File: config.mk
export PLATFORM = sky130hd
export DESIGN_NAME = dsp_pipe_reg
export DESIGN_NICKNAME = d
export VERILOG_FILES = /design/src/rtl/dsp_pipe_pkg.sv /design/src/rtl/dsp_pipe_reg_stage.sv /design/src/rtl/dsp_pipe_reg.sv
export SDC_FILE = /design/constraint.sdc
export NUM_CORES = 1
export LEC_CHECK = 0
export CORE_MARGIN = 5
export CORE_UTILIZATION = 37
export CTS_CLUSTER_DIAMETER = 80
export DETAILED_ROUTE_END_ITERATION = 7
export PLACE_DENSITY_LB_ADDON = 0.3
export SYNTH_ARGS = -nofsm -noshare
export SYNTH_HDL_FRONTEND = slang
export SYNTH_HIERARCHICAL = 1
export SYNTH_SLANG_ARGS = --single-unit
File: constraint.sdc
create_clock -name CLK -period 1.6 [get_ports CLK]
set_input_delay 0.16 -clock CLK [delete_from_list [all_inputs] [get_ports CLK]]
set_output_delay 0.16 -clock CLK [all_outputs]
set_load 0.03 [all_outputs]
File: src/rtl/dsp_pipe_pkg.sv
// dsp_pipe_pkg
//   Shared constants and helpers for the dsp_pipe_reg register chain:
//   legal parameter limits, the FILL-width function and even parity.
//   No ports.
package dsp_pipe_pkg;

   localparam int unsigned MAX_DEPTH    = 8;
   localparam int unsigned MAX_CHANNELS = 4;
   localparam int unsigned MAX_WIDTH    = 48;

   // $clog2 that never returns less than 1, so a counter is at least 1 bit
   function automatic int unsigned clog2_min1(input int unsigned n);
      if (n <= 2) return 1;
      return $clog2(n);
   endfunction

   // Even parity: the returned bit makes the total count of ones even
   function automatic logic even_parity(input logic [MAX_WIDTH-1:0] v);
      return ^v;
   endfunction

endpackage

File: src/rtl/dsp_pipe_reg_stage.sv
// dsp_pipe_stage
//   One register stage of the dsp_pipe_reg chain: data, valid and
//   (with DSP_PIPE_PARITY_EN defined) per-channel parity.
//   Priority per edge: RST > FLUSH > CE > hold.
// Ports:
//   clk_i, rst_i   clock, synchronous active-high reset
//   ce_i, flush_i  clock enable, synchronous invalidate
//   data_i/vld_i   sample from previous stage (or chain input)
//   par_i          parity of data_i (DSP_PIPE_PARITY_EN only)
//   data_o/vld_o   registered sample
//   par_o          registered parity (DSP_PIPE_PARITY_EN only)
module dsp_pipe_stage #(
   parameter int unsigned   W        = 18,
`ifdef DSP_PIPE_PARITY_EN
   parameter int unsigned   PW       = 1,
   parameter logic [PW-1:0] RST_PAR  = '0,
`endif
   parameter logic [W-1:0]  RST_DATA = '0
) (
   input  logic          clk_i,
   input  logic          rst_i,
   input  logic          ce_i,
   input  logic          flush_i,
   input  logic [W-1:0]  data_i,
   input  logic          vld_i,
`ifdef DSP_PIPE_PARITY_EN
   input  logic [PW-1:0] par_i,
   output logic [PW-1:0] par_o,
`endif
   output logic [W-1:0]  data_o,
   output logic          vld_o
);

   typedef struct packed {
      logic [W-1:0]  data;
      logic          valid;
`ifdef DSP_PIPE_PARITY_EN
      logic [PW-1:0] parity;
`endif
   } stage_rec_t;

   stage_rec_t stage_q, stage_d;

   always_comb begin
      stage_d = stage_q;
      if (flush_i) begin
         // A flushed cycle still lets data advance, but never as valid
         stage_d.valid = 1'b0;
         if (ce_i) begin
            stage_d.data = data_i;
`ifdef DSP_PIPE_PARITY_EN
            stage_d.parity = par_i;
`endif
         end
      end else if (ce_i) begin
         stage_d.data  = data_i;
         stage_d.valid = vld_i;
`ifdef DSP_PIPE_PARITY_EN
         stage_d.parity = par_i;
`endif
      end
   end

   always_ff @(posedge clk_i) begin
      if (rst_i) begin
         stage_q.data  <= RST_DATA;
         stage_q.valid <= 1'b0;
`ifdef DSP_PIPE_PARITY_EN
         stage_q.parity <= RST_PAR;
`endif
      end else begin
         stage_q <= stage_d;
      end
   end

   assign data_o = stage_q.data;
   assign vld_o  = stage_q.valid;
`ifdef DSP_PIPE_PARITY_EN
   assign par_o  = stage_q.parity;
`endif

endmodule

File: src/rtl/dsp_pipe_reg.sv
// dsp_pipe_reg
//   DEPTH-stage, CHANNELS x WIDTH pipeline register with shared CE,
//   synchronous flush, per-stage valid and a registered fill counter.
//   DEPTH = 0 gives a combinational passthrough.
//   Optional macro DSP_PIPE_PARITY_EN adds per-channel parity carried
//   through the chain and a sticky PAR_ERR output.
// Ports:
//   CLK, RST       clock (rising edge), synchronous active-high reset
//   CE             clock enable; low holds every register
//   FLUSH          clears all stage valids and FILL
//   IN_VLD, DIN    input sample, channel 0 in the LSBs
//   DOUT, OUT_VLD  last-stage sample
//   FILL           number of valid samples in flight
//   PAR_ERR        per-channel sticky parity error (DSP_PIPE_PARITY_EN)
//   PRIMED         FILL == DEPTH
module dsp_pipe_reg
   import dsp_pipe_pkg::*;
#(
   parameter int unsigned      WIDTH    = 18,
   parameter int unsigned      DEPTH    = 1,
   parameter int unsigned      CHANNELS = 1,
   parameter logic [WIDTH-1:0] RSTVAL   = '0
) (
   input  logic                                CLK,
   input  logic                                RST,
   input  logic                                CE,
   input  logic                                FLUSH,
   input  logic                                IN_VLD,
   input  logic [CHANNELS*WIDTH-1:0]           DIN,
   output logic [CHANNELS*WIDTH-1:0]           DOUT,
   output logic                                OUT_VLD,
   output logic [clog2_min1(DEPTH+1)-1:0]      FILL,
`ifdef DSP_PIPE_PARITY_EN
   output logic [CHANNELS-1:0]                 PAR_ERR,
`endif
   output logic                                PRIMED
);

   localparam int unsigned DW  = CHANNELS * WIDTH;
   localparam int unsigned FW  = clog2_min1(DEPTH + 1);
   localparam int unsigned FW1 = FW + 1;

   if (DEPTH == 0) begin : g_pass

      logic unused_ctrl;
      assign unused_ctrl = ^{CLK, RST, CE, FLUSH};

      assign DOUT    = DIN;
      assign OUT_VLD = IN_VLD;
      assign FILL    = '0;
      assign PRIMED  = 1'b1;
`ifdef DSP_PIPE_PARITY_EN
      assign PAR_ERR = '0;
`endif

   end else begin : g_pipe

      // Index 0 is the chain input; index k+1 is the output of stage k
      logic [DEPTH:0][DW-1:0] data_s;
      logic [DEPTH:0]         vld_s;

      assign data_s[0] = DIN;
      assign vld_s[0]  = IN_VLD;

`ifdef DSP_PIPE_PARITY_EN
      localparam logic [CHANNELS-1:0] RST_PAR =
         {CHANNELS{even_parity(MAX_WIDTH'(RSTVAL))}};

      logic [DEPTH:0][CHANNELS-1:0] par_s;
      logic [CHANNELS-1:0]          par_chk;
      logic [CHANNELS-1:0]          par_err_q, par_err_d;

      always_comb begin
         par_s[0] = '0;
         for (int unsigned c = 0; c < CHANNELS; c++) begin
            par_s[0][c] = even_parity(MAX_WIDTH'(DIN[c*WIDTH +: WIDTH]));
         end
      end
`endif

      for (genvar k = 0; k < DEPTH; k++) begin : g_stage
         dsp_pipe_stage #(
            .W        (DW),
`ifdef DSP_PIPE_PARITY_EN
            .PW       (CHANNELS),
            .RST_PAR  (RST_PAR),
`endif
            .RST_DATA ({CHANNELS{RSTVAL}})
         ) u_stage (
            .clk_i   (CLK),
            .rst_i   (RST),
            .ce_i    (CE),
            .flush_i (FLUSH),
            .data_i  (data_s[k]),
            .vld_i   (vld_s[k]),
`ifdef DSP_PIPE_PARITY_EN
            .par_i   (par_s[k]),
            .par_o   (par_s[k+1]),
`endif
            .data_o  (data_s[k+1]),
            .vld_o   (vld_s[k+1])
         );
      end

      assign DOUT    = data_s[DEPTH];
      assign OUT_VLD = vld_s[DEPTH];

      // Fill counter: one extra bit so over/underflow is observable
      logic [FW-1:0] fill_q, fill_d;
      logic          primed_q, primed_d;
      logic [FW1-1:0] fill_calc;

      always_comb begin
         fill_calc = {1'b0, fill_q} + FW1'(IN_VLD) - FW1'(vld_s[DEPTH]);
         fill_d    = fill_q;
         primed_d  = primed_q;
         if (FLUSH) begin
            fill_d   = '0;
            primed_d = 1'b0;
         end else if (CE) begin
            fill_d   = fill_calc[FW-1:0];
            primed_d = (fill_calc == FW1'(DEPTH));
         end
      end

      always_ff @(posedge CLK) begin
         if (RST) begin
            fill_q   <= '0;
            primed_q <= 1'b0;
         end else begin
            fill_q   <= fill_d;
            primed_q <= primed_d;
         end
      end

      assign FILL   = fill_q;
      assign PRIMED = primed_q;

      a_fill_range : assert property (
         @(posedge CLK) disable iff (RST)
         (CE && !FLUSH) |-> (fill_calc <= FW1'(DEPTH)));

`ifdef DSP_PIPE_PARITY_EN
      always_comb begin
         par_chk = '0;
         for (int unsigned c = 0; c < CHANNELS; c++) begin
            par_chk[c] = even_parity(MAX_WIDTH'(DOUT[c*WIDTH +: WIDTH]))
                         ^ par_s[DEPTH][c];
         end
         par_err_d = par_err_q;
         if (OUT_VLD) par_err_d = par_err_q | par_chk;
      end

      always_ff @(posedge CLK) begin
         if (RST) par_err_q <= '0;
         else     par_err_q <= par_err_d;
      end

      assign PAR_ERR = par_err_q;
`endif

   end

endmodule

==> key figures <==
Floorplan
  • Chip height: about 57 um
  • Die area: around 3200 um^2
  • Area of the core: about 2100 um^2
  • Die outline width: approximately 57 um
  • Initial core utilization: 0.3774
  • I/O Pins: 44
  • Cell row count: 17

Place
  • Dpl hpwl: roughly 1300 um
  • Buffers on Ports: 43
  • Cell total after placement: ~140
  • GPL Wtd Cong: 0.6603
  • Pre-CTS WS: around 0.24 ns

Logic synthesis
  • List of most frequent post-synthesis cells: 21 x dfxtp_1, 20 x mux2i_1, 19 x nor2_1
  • Leading register cell type out of synthesis: dfxtp_1
  • Yosys cell types: 13
  • Syn_nets: 98
  • Post-Syn Area: about 800 um^2
  • Synthesized flop and latch total: 21
  • Synth warn: 6
  • Syn avg cell area: around 11 um^2
  • Post-synth ARST share: 0
  • Register area share after synthesis: 0.5185
  • Yosys top cell by area: dfxtp_1
  • Synth area leaders: dfxtp_1 52%, mux2i_1 25%, nor2_1 8.8%
  • Synth Instances: between 70 and 80
  • Share of the synthesized area in the top cell type: 0.5185
  • Post-synth EDFFs: 0
  • Top-count cell post-synth: dfxtp_1

GRT
  • GRT busiest layer: met2
  • Initial antenna violation count: 0
  • GR Layer Usage met3: 0.04138
  • GR Overflow Total: 0
  • Largest net degree at the start of global routing: 23
  • Global Route Usage Sum: 0.1102
  • Met1 Usage GRT: 0.1340
  • Number of global-route vias before repair: about 650
  • First-pass GRT wire length: 2856 um
  • Met2 usage: 0.1716

Finish
  • Ant. Diodes: 0
  • Final Util: 0.6040
  • Fin cells: around 150
  • Share of cells above drive strength 1: 0.07563
  • Nets: 145
  • Area Growth Syn to Fin: 60.03%

Setup path
  • Crit path max-delay cell type: clkdlybuf4s50_1
  • Delay-heaviest family, CP: buffers and inverters
  • Crit start category: register
  • Crit path depth: 1
  • Worst EP required: about 1.4 ns
  • CP Max Fanout: 3
  • CP Class: register to output pin
  • Critical Path AT: 1.35 ns
  • R2R depth: 6
  • Crit path buf inv count: 1
  • Crit-path cells: clkdlybuf4s50_1
  • CP Capture Type: output pin
  • Max incr delay on CP: 0.68 ns

Power
  • Lkg Pwr: 0.5598 nW
  • Max IR drop VDD: between 0.4 and 0.5 mV
  • PD cells: roughly 830 nW/um^2

Timing
  • Max Clk Rate: about 0.66 GHz
  • Final setup fails: 0
  • Final WS setup: 0.08554 ns
  • Final Max Slew Viols: 0
  • Clock Skews: 0.0001716 ns
  • Tcrit/Tclk final: 0.9465
  • Unrepaired setup endpoints after global routing: no
  • Final hold violation count: 0
  • Setup TNS: 0 ns
  • Worst Max-Slew Pin Slew: about 0.32 ns
  • Fin crit period: ~1.5 ns
  • Rel. slew slack: 0.7890

Worst hold path
  • WHS Path Cells: 3
  • Worst min-delay path category: input port to register

Routing
  • DR DRC count: 0
  • Wirelength per Cell: roughly 11 um
  • Detailed-route vias per instance: between 4 and 5
  • Routed Antenna Nets: 0
  • Starting DRT DRC Count: 0
  • Via count: 657
  • Drt pass-1 iters: 1
  • Final wirelength: roughly 1700 um

Clock tree
  • Hold-fix buffers at CTS: 0
  • Clk_lat worst skew: about 0.29 ns
  • CTS Buf Count: 3
  • H-tree depth: 1
  • Post-CTS resize count: 0
  • Clock root cell: clkbuf_4
  • CTS tree: done
  • Clock slew at reported path FFs: about 0.12 ns
  • CTS Sinks: 21
  • Clk buf depth: 2
  • Setup bufs post-CTS: 0

Flow run
  • # Max-Cap Violations: 0

Run status
  • Outcome: completed
[layer usage]
metal  routed length (um)  vias to the layer above
met5                    0                        -
met4                    0                        0
met3                  163                        0
met2                  758                       27
met1                  754                      291
li1                     -                      339
[state kept, by name, summed over array words and instances (netlist names)]
name                           cells
g_pipe.g_stage.u_stage/vld_o       1
FILL                               1
PRIMED                             1
g_pipe.g_stage.u_stage/data_o     18
[where the power goes]
| group | leakage, nW | switching [mW] | internal [mW] |
|---|---|---|---|
| Clock | 0.0177 | 0.157 | 0.0930 |
| Sequential | 0.173 | 0.0146 | 0.553 |
| Combinational | 0.369 | 0.121 | 0.137 |
| Total | 0.560 | 0.292 | 0.783 |
[kinds of logic after synthesis]
kind of cell	synth area share
simple gates	0.1188
flops	0.5185
mux	0.2469
buf+inv	0.06018
fa+ha+maj	0.03086
compound gates	0.01389
xor+xnor	0.01080
[placed cells by master, fill, tap and decap left out]
cell type,count
nor2_1,19
mux2i_1,20
nor3_1,2
clkbuf_4,3
buf_4,2
clkdlybuf4s50_1,43
inv_1,2
dfxtp_1,21
xnor2_1,1
nor4b_2,1
clkinv_2,1
ha_1,2
a41o_2,1
buf_12,1
[area by class of cell]
cell class | instances | area, um^2
clock buffer | 3 | 22.52
clock inverter | 1 | 5.005
fill | 192 | 850.8
inverter | 2 | 7.507
multi-input combinational | 46 | 341.6
sequential | 21 | 420.4
tap | 28 | 35.03
timing repair buffer | 46 | 465.4
[final timing paths]
check	startpoint	endpoint	slack, ns
max	g_pipe.g_stage[0].u_stage/vld_o	OUT_VLD	0.09
min	DIN[3]	g_pipe.g_stage[0].u_stage/data_o[3]	0.46
max reg2reg	FILL	PRIMED	0.23
min reg2reg	g_pipe.g_stage[0].u_stage/data_o[4]	g_pipe.g_stage[0].u_stage/data_o[4]	0.51
[stage by stage]
step | hold slack, ns | power [mW] | cell area, um^2
6_report | 0.4616 | 1.075 | 1297
5_1_grt | 0.4561 | 1.131 | 1297
4_1_cts | 0.4516 | 1.092 | 1297
3_5_place_dp | 0.4855 | 0.8399 | 1270
3_3_place_gp | 0.4717 | 0.8356 | 1270
2_1_floorplan | 0.2368 | 0.7120 | 810.8
Power figures use the tool's default switching activity.
